File: config.mk
export PLATFORM = sky130hd
export DESIGN_NAME = tdc_ring_encoder
export DESIGN_NICKNAME = d
export VERILOG_FILES = /design/src/rtl/tdc_enc_pkg.sv /design/src/rtl/tdc_ring_decode.sv /design/src/rtl/tdc_ring_encoder.sv
export SDC_FILE = /design/constraint.sdc
export NUM_CORES = 1
export LEC_CHECK = 0
export CORE_MARGIN = 3
export CORE_UTILIZATION = 33
export CTS_CLUSTER_DIAMETER = 50
export DETAILED_ROUTE_END_ITERATION = 16
export GPL_TIMING_DRIVEN = 0
export PLACE_DENSITY = 0.66
export SYNTH_ARGS = -nofsm -noshare
export SYNTH_HDL_FRONTEND = slang
export SYNTH_SLANG_ARGS = --single-unit
File: constraint.sdc
create_clock -name clk -period 5.8 [get_ports clk]
set_clock_uncertainty 0.05 [all_clocks]
set_input_delay 1.16 -clock clk [delete_from_list [all_inputs] [get_ports clk]]
set_output_delay 1.16 -clock clk [all_outputs]
set_load 0.02 [all_outputs]
File: src/rtl/tdc_enc_pkg.sv
// Shared types and helpers for the multi-channel ring-oscillator TDC encoder.
// Result fields are sized for the largest legal configuration (NCH<=16, NTAP<=127, CW<=32).
package tdc_enc_pkg;

    localparam int MAX_CHW = 4;
    localparam int MAX_CW  = 32;
    localparam int MAX_FW  = 8;

    typedef enum logic {
        ST_IDLE,
        ST_GRANT
    } scan_state_e;

    typedef struct packed {
        logic [MAX_CHW-1:0] chan;
        logic [MAX_CW-1:0]  coarse;
        logic [MAX_FW-1:0]  fine;
        logic               err;
    } tdc_result_t;

    function automatic int fine_w(input int ntap);
        return $clog2(2 * ntap);
    endfunction

    function automatic int chan_w(input int nch);
        return (nch > 1) ? $clog2(nch) : 1;
    endfunction

    function automatic logic [7:0] popcount(input logic [127:0] v);
        logic [7:0] n;
        n = '0;
        for (int unsigned i = 0; i < 128; i++) begin
            n = n + 8'(v[i]);
        end
        return n;
    endfunction

endpackage

File: src/rtl/tdc_ring_decode.sv
// Combinational ring decode: equal-neighbour pair vector ahead of stage 1,
// first-pair priority and pair count behind it.
module tdc_ring_decode
    import tdc_enc_pkg::*;
#(
    parameter int NTAP = 63,
    parameter int FW   = fine_w(NTAP)
) (
    input  logic [NTAP-1:0] snap,
    output logic [NTAP-1:0] e_pair,
    input  logic [NTAP-1:0] s_q,
    input  logic [NTAP-1:0] e_q,
    output logic [FW-1:0]   fine,
    output logic            err
);

    logic [7:0]    npair;
    logic [FW-1:0] pos;
    logic          s_at_pos;
    logic          found;

    // Bit k compares S[k] with S[k-1], wrapping tap 0 onto the last tap.
    assign e_pair = ~(snap ^ {snap[NTAP-2:0], snap[NTAP-1]});

    always_comb begin
        pos      = '0;
        s_at_pos = 1'b0;
        found    = 1'b0;
        for (int unsigned k = 0; k < NTAP; k++) begin
            if (e_q[k] && !found) begin
                pos      = FW'(k);
                s_at_pos = s_q[k];
                found    = 1'b1;
            end
        end
        npair = popcount(128'(e_q));
        fine  = s_at_pos ? pos + FW'(NTAP) : pos;
        err   = (npair != 8'd1);
    end

endmodule

File: src/rtl/tdc_ring_encoder.sv
// Multi-channel TDC capture: per-channel holding registers, round-robin scanner,
// shared two-stage ring encoder and a shift-register output FIFO.
module tdc_ring_encoder
    import tdc_enc_pkg::*;
#(
    parameter  int NCH   = 4,
    parameter  int NTAP  = 63,
    parameter  int CW    = 8,
    parameter  int DEPTH = 4,
    localparam int FW    = fine_w(NTAP),
    localparam int CHW   = chan_w(NCH)
) (
    input  logic                 clk,
    input  logic                 rstn,
    input  logic [NCH-1:0]       hit_valid,
    input  logic [NCH*NTAP-1:0]  raw_snap,
    input  logic [NCH*CW-1:0]    raw_coarse,
    output logic                 out_valid,
    input  logic                 out_ready,
    output logic [CHW-1:0]       out_chan,
    output logic [CW-1:0]        out_coarse,
    output logic [FW-1:0]        out_fine,
    output logic                 out_err,
    output logic [NCH-1:0]       ovf_sticky,
    input  logic [NCH-1:0]       ovf_clr
);

    localparam int CNTW = $clog2(DEPTH + 1);

    scan_state_e      state_q, state_d;
    logic [NCH-1:0]   pending_q;
    logic [NCH-1:0]   gnt_vec;
    logic [NTAP-1:0]  hold_snap_q   [NCH];
    logic [CW-1:0]    hold_coarse_q [NCH];
    logic [CHW-1:0]   rr_ptr_q;
    logic [CHW-1:0]   gnt_idx;
    logic             gnt_found;
    logic             room;
    logic             grant;

    logic [NTAP-1:0]  sel_snap;
    logic [NTAP-1:0]  e_pair;
    logic             s1_v_q;
    logic [NTAP-1:0]  s1_e_q;
    logic [NTAP-1:0]  s1_s_q;
    logic [CHW-1:0]   s1_chan_q;
    logic [CW-1:0]    s1_coarse_q;
    logic [FW-1:0]    s2_fine;
    logic             s2_err;

    tdc_result_t      fifo_q [DEPTH];
    tdc_result_t      wdata;
    logic [CNTW-1:0]  count_q;
    logic [CNTW-1:0]  wr_idx;
    logic             push;
    logic             pop;

    // A grant adds one result in flight; gating on occupancy + stage-1 valid keeps the FIFO from overrunning.
    assign room = (int'(count_q) + int'(s1_v_q)) < DEPTH;

    always_comb begin
        gnt_found = 1'b0;
        gnt_idx   = '0;
        for (int unsigned c = 0; c < NCH; c++) begin
            if (!gnt_found && pending_q[c] && (c >= 32'(rr_ptr_q))) begin
                gnt_found = 1'b1;
                gnt_idx   = CHW'(c);
            end
        end
        for (int unsigned c = 0; c < NCH; c++) begin
            if (!gnt_found && pending_q[c]) begin
                gnt_found = 1'b1;
                gnt_idx   = CHW'(c);
            end
        end
    end

    assign grant   = (state_q == ST_GRANT) && gnt_found && room;
    assign gnt_vec = grant ? (NCH'(1) << gnt_idx) : '0;

    always_comb begin
        state_d = state_q;
        case (state_q)
            ST_IDLE:  if (gnt_found && room) state_d = ST_GRANT;
            ST_GRANT: if (!(gnt_found && room)) state_d = ST_IDLE;
            default:  state_d = ST_IDLE;
        endcase
    end

    always_ff @(posedge clk or negedge rstn) begin
        if (!rstn) begin
            state_q  <= ST_IDLE;
            rr_ptr_q <= '0;
        end else begin
            state_q <= state_d;
            if (grant) begin
                rr_ptr_q <= (int'(gnt_idx) == NCH - 1) ? '0 : gnt_idx + CHW'(1);
            end
        end
    end

    // A channel granted this cycle frees its holding register for a same-cycle hit.
    always_ff @(posedge clk or negedge rstn) begin
        if (!rstn) begin
            pending_q  <= '0;
            ovf_sticky <= '0;
            for (int unsigned c = 0; c < NCH; c++) begin
                hold_snap_q[c]   <= '0;
                hold_coarse_q[c] <= '0;
            end
        end else begin
            pending_q  <= (pending_q & ~gnt_vec) | hit_valid;
            ovf_sticky <= (ovf_sticky & ~ovf_clr) | (hit_valid & pending_q & ~gnt_vec);
            for (int unsigned c = 0; c < NCH; c++) begin
                if (hit_valid[c] && (!pending_q[c] || gnt_vec[c])) begin
                    hold_snap_q[c]   <= raw_snap[c*NTAP +: NTAP];
                    hold_coarse_q[c] <= raw_coarse[c*CW +: CW];
                end
            end
        end
    end

    assign sel_snap = hold_snap_q[gnt_idx];

    tdc_ring_decode #(
        .NTAP (NTAP),
        .FW   (FW)
    ) u_decode (
        .snap   (sel_snap),
        .e_pair (e_pair),
        .s_q    (s1_s_q),
        .e_q    (s1_e_q),
        .fine   (s2_fine),
        .err    (s2_err)
    );

    always_ff @(posedge clk or negedge rstn) begin
        if (!rstn) begin
            s1_v_q      <= 1'b0;
            s1_e_q      <= '0;
            s1_s_q      <= '0;
            s1_chan_q   <= '0;
            s1_coarse_q <= '0;
        end else begin
            s1_v_q <= grant;
            if (grant) begin
                s1_e_q      <= e_pair;
                s1_s_q      <= sel_snap;
                s1_chan_q   <= gnt_idx;
                s1_coarse_q <= hold_coarse_q[gnt_idx];
            end
        end
    end

    always_comb begin
        wdata        = '0;
        wdata.chan   = MAX_CHW'(s1_chan_q);
        wdata.coarse = MAX_CW'(s1_coarse_q);
        wdata.fine   = MAX_FW'(s2_fine);
        wdata.err    = s2_err;
    end

    assign push   = s1_v_q;
    assign pop    = out_valid && out_ready;
    assign wr_idx = pop ? count_q - CNTW'(1) : count_q;

    // Entry 0 is the head; a pop shifts everything down one slot.
    always_ff @(posedge clk or negedge rstn) begin
        if (!rstn) begin
            count_q <= '0;
            for (int unsigned i = 0; i < DEPTH; i++) begin
                fifo_q[i] <= '0;
            end
        end else begin
            if (pop) begin
                for (int unsigned i = 0; i + 1 < DEPTH; i++) begin
                    fifo_q[i] <= fifo_q[i+1];
                end
            end
            if (push) begin
                for (int unsigned i = 0; i < DEPTH; i++) begin
                    if (CNTW'(i) == wr_idx) fifo_q[i] <= wdata;
                end
            end
            count_q <= count_q + CNTW'(push) - CNTW'(pop);
        end
    end

    assert property (@(posedge clk) disable iff (!rstn)
        !(push && !pop && (count_q == CNTW'(DEPTH))));

    assign out_valid  = (count_q != '0);
    assign out_chan   = CHW'(fifo_q[0].chan);
    assign out_coarse = CW'(fifo_q[0].coarse);
    assign out_fine   = FW'(fifo_q[0].fine);
    assign out_err    = fifo_q[0].err;

endmodule

Word-level counts from Yosys, hierarchy flattened
Index checks and enable logic that the tools add are counted.

cells by class
  add/sub/neg operators = 68
  shift operators = 1
  muxes and demuxes = 219
  magnitude comparators = 5
  reduce and logical (&&, ||, !) cells = 160
  eq/ne operators = 5
  bitwise gates (word level) = 11

operators by type and width
  cell                   count
  $add A8 B1 Y8          61
  $mux W6                31
  $mux W180              1
  $mux W1                136
  $mux W135              1
  $mux W45               3
  $bmux W63 S2           1
  $mux W63               2
  $logic_and A1 B1 Y1    80
  $mux W5                16
  $logic_not A1 Y1       73
  $not A63 Y63           1
  $xor A63 B63 Y63       1
  $mux W43               1
  $mux W4                9
  $mux W2                9
  $and A4 B4 Y4          4
  $bmux W8 S2            1
  $mux W8                2
  $mux W3                5
  $ne A8 B1 Y1 const B   1
  $not A4 Y4             2
  $or A4 B4 Y4           2
  $add A6 B6 Y7 const B  1
  other kinds (20)       25

word-level totals
  register bits = 588
  output and inout port bits = 23
  input bits = 295
  logic and storage cells = 503

Logic depth before layout (Yosys ltp)
  depth in word-level cells = 191
  mapped depth = 22
  mapped depth without buffers = 22

By module
From an unflattened synthesis, not the netlist that was laid out.

unflattened totals
  cells, all modules = 2365
  area, all modules = 26844.5 um^2

modules (own cells, without submodules)
  module            cells an instance  area each (um^2)  instances  sequential area each (um^2)
  tdc_ring_encoder  1726               22021.1           1          12687.2
  tdc_ring_decode   639                4823.4            1          0.0

Least setup slack after synthesis
OpenSTA, ideal clock, no wires.

  path type = register to register
  start point = register s1_e_q[0]
  end point = register fifo_q[0] (netlist name)
  clock period less this slack = 6.108 ns
  arrival time = 5.934 ns
  library setup time = 0.125 ns
  stages on the path, launching flop included = 22
  data required time = 5.625 ns
  path buffers = 0
  setup slack = -0.308 ns
  path through = dfrtp_1 inv_1 ha_1 inv_1 fa_1 inv_1 fa_1 fa_1 fa_1 fa_1 fa_1 inv_1 fa_1 fa_1 inv_1 ha_1 inv_1 fa_1 a211o_1 a21oi_1 nand3_1 mux2_2

on the way
  word-level cells in the longest chain between the ends = 63

RTL lines
  element                         RTL line                 text
  start: declaration              tdc_ring_encoder.sv:44   logic [NTAP-1:0] s1_e_q;
  start signal: assignment        tdc_ring_encoder.sv:147  s1_e_q <= e_pair;
  $add A1 B1 Y2                   tdc_enc_pkg.sv:33        n = n + 8'(v[i]);
  $add A8 B1 Y8 (61 in a row)     tdc_enc_pkg.sv:33
  $ne A8 B1 Y1                    tdc_ring_decode.sv:38    err = (npair != 8'd1);
  end signal: indexed assignment  tdc_ring_encoder.sv:177  fifo_q[i] <= fifo_q[i+1];
  end signal: indexed assignment  tdc_ring_encoder.sv:182  if (CNTW'(i) == wr_idx) fifo_q[i] <= wdata;
  end: declaration                tdc_ring_encoder.sv:51   tdc_result_t fifo_q [DEPTH];

No other way between the ends.
A chain may end at the register's enable or synchronous reset.

Worst setup path in the final report
Same ends and word-level chain as after synthesis.

==> out/qor.txt <==
Slew Limit Headroom -> 0.167
Max Cap Viol -> 0
Fill cells -> 7546
Slowest stage delay, CP -> 0.54 ns
Arrival @ worst endpoint -> 6.86 ns
Violated checks -> setup timing
Antenna viol nets, final -> 0
Synth Register Bits -> 507
Width of the chip -> 289 µm
Finished Cell Area -> 33500 µm²
Pin count of the biggest net entering global routing -> 114
Reg2reg path depth -> 21
CTS tree -> built
Area growth, synth to finish -> 27.0%
Min setup slack post-route -> -0.598 ns
Crit path max fanout -> 4
Hold EP -> s1_s_q[21]
Tcrit/Tclk final -> 1.10
Mux cell area share after synthesis -> 0.130
Commonest cells after routing, fill and taps aside -> nand2_1, dfrtp_1, clkdlybuf4s50_1, mux2_2, o21ai_0
Vias per inst -> 5.06
R2R setup slack -> -0.60 ns
Number of global-route vias before repair -> 21300
Hold path depth -> 2
Reg-to-Reg End -> fifo_q[0]
Net count after synthesis -> 3099
WP buf/inv -> 6
Largest family of logic cells by synthesized area -> simple AND/OR/NAND/NOR gates
Core Area -> 78200 µm²
Compound-Gate Fraction of Synth Area -> 0.104
Netlist Area Pre-Place -> 26300 µm²
Share of layout cells above drive strength 1 -> 0.164
Drt pass-1 iters -> 5
# IOs -> 318
Final GP Congestion -> 0.913
CP Launch Type -> register
Critical path's slowest cell -> fa_1
Final setup vio count -> 32
Post-synthesis sequential area ratio -> 0.482
RSZ-0062 raised after global routing -> yes
Simple-gate share of the synthesized area -> 0.164
Dominant synthesized flop cell -> dfrtp_1
Clk root buf -> clkbuf_16
Worst-Margin Slew -> 1.22 ns
Longest Clk Path Bufs -> 3
Worst setup EP type -> register
Final Hold Viols -> 0
Starting density of the core -> 0.337
Iter 0 DRT Violations -> 1609
Met1 WL -> 35400 µm
Commonest non-fill, non-tap cell in the layout -> nand2_1
DP Area -> 31000 µm²
Placed insts -> 4083
Worst Setup Path Type -> register to register
Grt ovf -> 0
CP cell instances -> inv_2 -> ha_4 -> inv_2 -> fa_1 -> inv_1 -> fa_1 -> fa_1 -> fa_1 -> fa_1 -> fa_1 -> inv_1 -> fa_1 -> fa_1 -> inv_1 -> ha_2 -> inv_2 -> fa_2 -> a211o_1 -> a21oi_2 -> nand3_2 -> mux2_2
FFs w/ async S/R, synth -> 1.00
Worst-Skew Late Latency -> 0.63 ns
PortBufs -> 317
H-Tree Depth -> 2
Layout Nets -> 3508
CTS sink cnt -> 507
Hold Startpoint -> s1_s_q[21]
Highest Signal Layer -> met5
Slew Limit Fails -> 0
Post-synth EDFFs -> 0
DRC -> 0
First-pass GRT wire length -> 126000 µm
Fmax achieved -> 156 MHz
Final core utilization -> 0.428
Most common cell on crit path -> fa_1
Fin cells -> 4228
Post-Synth XOR/XNOR Area -> 0.0223
# rows -> 102
YS warnings -> 0
Critical path's top delay family -> adder cells
Drt total wl -> 82300 µm
WP data required -> 6.26 ns
Wire length on met3 -> 5000 µm
Met2 wire len -> 39400 µm
Initial antenna violation count -> 8
Die H -> 289 µm
DR WL/cell -> 19.5 µm
Status -> complete, but fails checks
Routed via count -> 21400
Critical R2R Launch -> s1_e_q[0]
Post-route minimum period -> 6.40 ns
GRT Util Overall -> 0.195
Hold Crit Class -> register to register
Die area -> 83300 µm²
Adder-Cell Fraction of Synth Area -> 0.0548
HPWL after DPL -> 62800 µm
Num CTS Buffers -> 60
Clock Pin Slew Worst Setup and Hold Paths -> 0.06 ns
Synth Area per Inst -> 9.68 µm²
Count of cell types in the netlist -> 75
Total negative setup slack -> -11.61 ns
Post-Synthesis Cells -> 2721
[final cells by class]
cell class	instances	area [µm²]	share of cell area
clock buffer	78	1700	0.0508
sequential	507	12700	0.379
timing repair buffer	352	3530	0.105
antenna	9	22.5	0.000673
inverter	114	428	0.0128
multi-input combinational	1928	12700	0.378
buffer	167	711	0.0212
clock inverter	33	424	0.0127
tap	1040	1300	0.0389
[worst reg2reg max path, delay by kind of cell (launching register included)]
kind,cells,cell delay (ns)
compound gates,2,0.46
fa+ha+maj,11,4.67
flops,1,0.38
simple gates,1,0.14
mux,1,0.29
buf+inv,6,0.30
[repair_timing]
item / 4_1_cts / 5_1_grt
setup endpoints to repair: 286 / 102
buffers inserted: 28 / 2
pin swaps: 12 / 9
gates resized for setup: 28 / 17
hold buffers: 0 / 0
[synthesized netlist by cell type, types with 11 or more instances]
cell type / count / area share
a21oi_1: 39 / 0.0074
a31oi_1: 42 / 0.010
buf_4: 17 / 0.0048
clkbuf_1: 147 / 0.021
dfrtp_1: 507 / 0.48
fa_1: 54 / 0.041
ha_1: 29 / 0.014
inv_1: 113 / 0.016
mux2_2: 296 / 0.13
nand2_1: 691 / 0.098
nand2b_1: 11 / 0.0026
nand3_1: 94 / 0.018
nand4_1: 11 / 0.0026
nor2_1: 100 / 0.014
nor3_1: 28 / 0.0053
nor4_1: 14 / 0.0033
o21ai_0: 250 / 0.047
o22ai_1: 12 / 0.0028
o31ai_1: 16 / 0.0046
or2_2: 11 / 0.0026
xor2_1: 64 / 0.021
[metal layers]
layer,global-route usage,vias up
met3,0.0364,133
met2,0.318,558
met5,0,-
met4,0.0642,6
li1,-,10100
met1,0.261,10600
[worst max-delay path by stage]
| stage | startpoint | to | slack [ns] | depth (start not counted) |
|---|---|---|---|---|
| after floorplan | s1_e_q[0] | fifo_q[0] | -0.25 | 21 |
| after global placement | rstn | hold_coarse_q[3] | -19.59 | 1 |
| after detailed placement | rr_ptr_q[1] | hold_snap_q[61] | -1.03 | 14 |
| after CTS | s1_e_q[0] | fifo_q[0] | -0.59 | 21 |
| after global routing | s1_e_q[0] | fifo_q[0] | -0.78 | 21 |
| final | s1_e_q[0] | fifo_q[0] | -0.60 | 21 |
[registers in the layout (all words and copies together) (netlist names), 4 cells and up]
register and cells:
fifo_q 54, hold_coarse_q 32, hold_snap_q 252, out_coarse 8, out_fine 7, ovf_sticky 4, pending_q 4, s1_coarse_q 8
s1_e_q 63, s1_s_q 63
[stage by stage]
stage / hold WS [ns] / worst slack [ns]
5_1_grt: 0.459 / -0.781
4_1_cts: 0.431 / -0.586
3_3_place_gp: 0.413 / -19.59
6_report: 0.432 / -0.598
2_1_floorplan: 0.391 / -0.248
3_5_place_dp: 0.416 / -1.03
[kinds of logic after synthesis]
group	Yosys count
buf+inv	286
compound gates	458
xor+xnor	67
fa+ha+maj	83
flops	507
mux	304
simple gates	1016
Power is not shown: default switching activity piles up to over one toggle a cycle in this logic, so the estimate is an artifact.
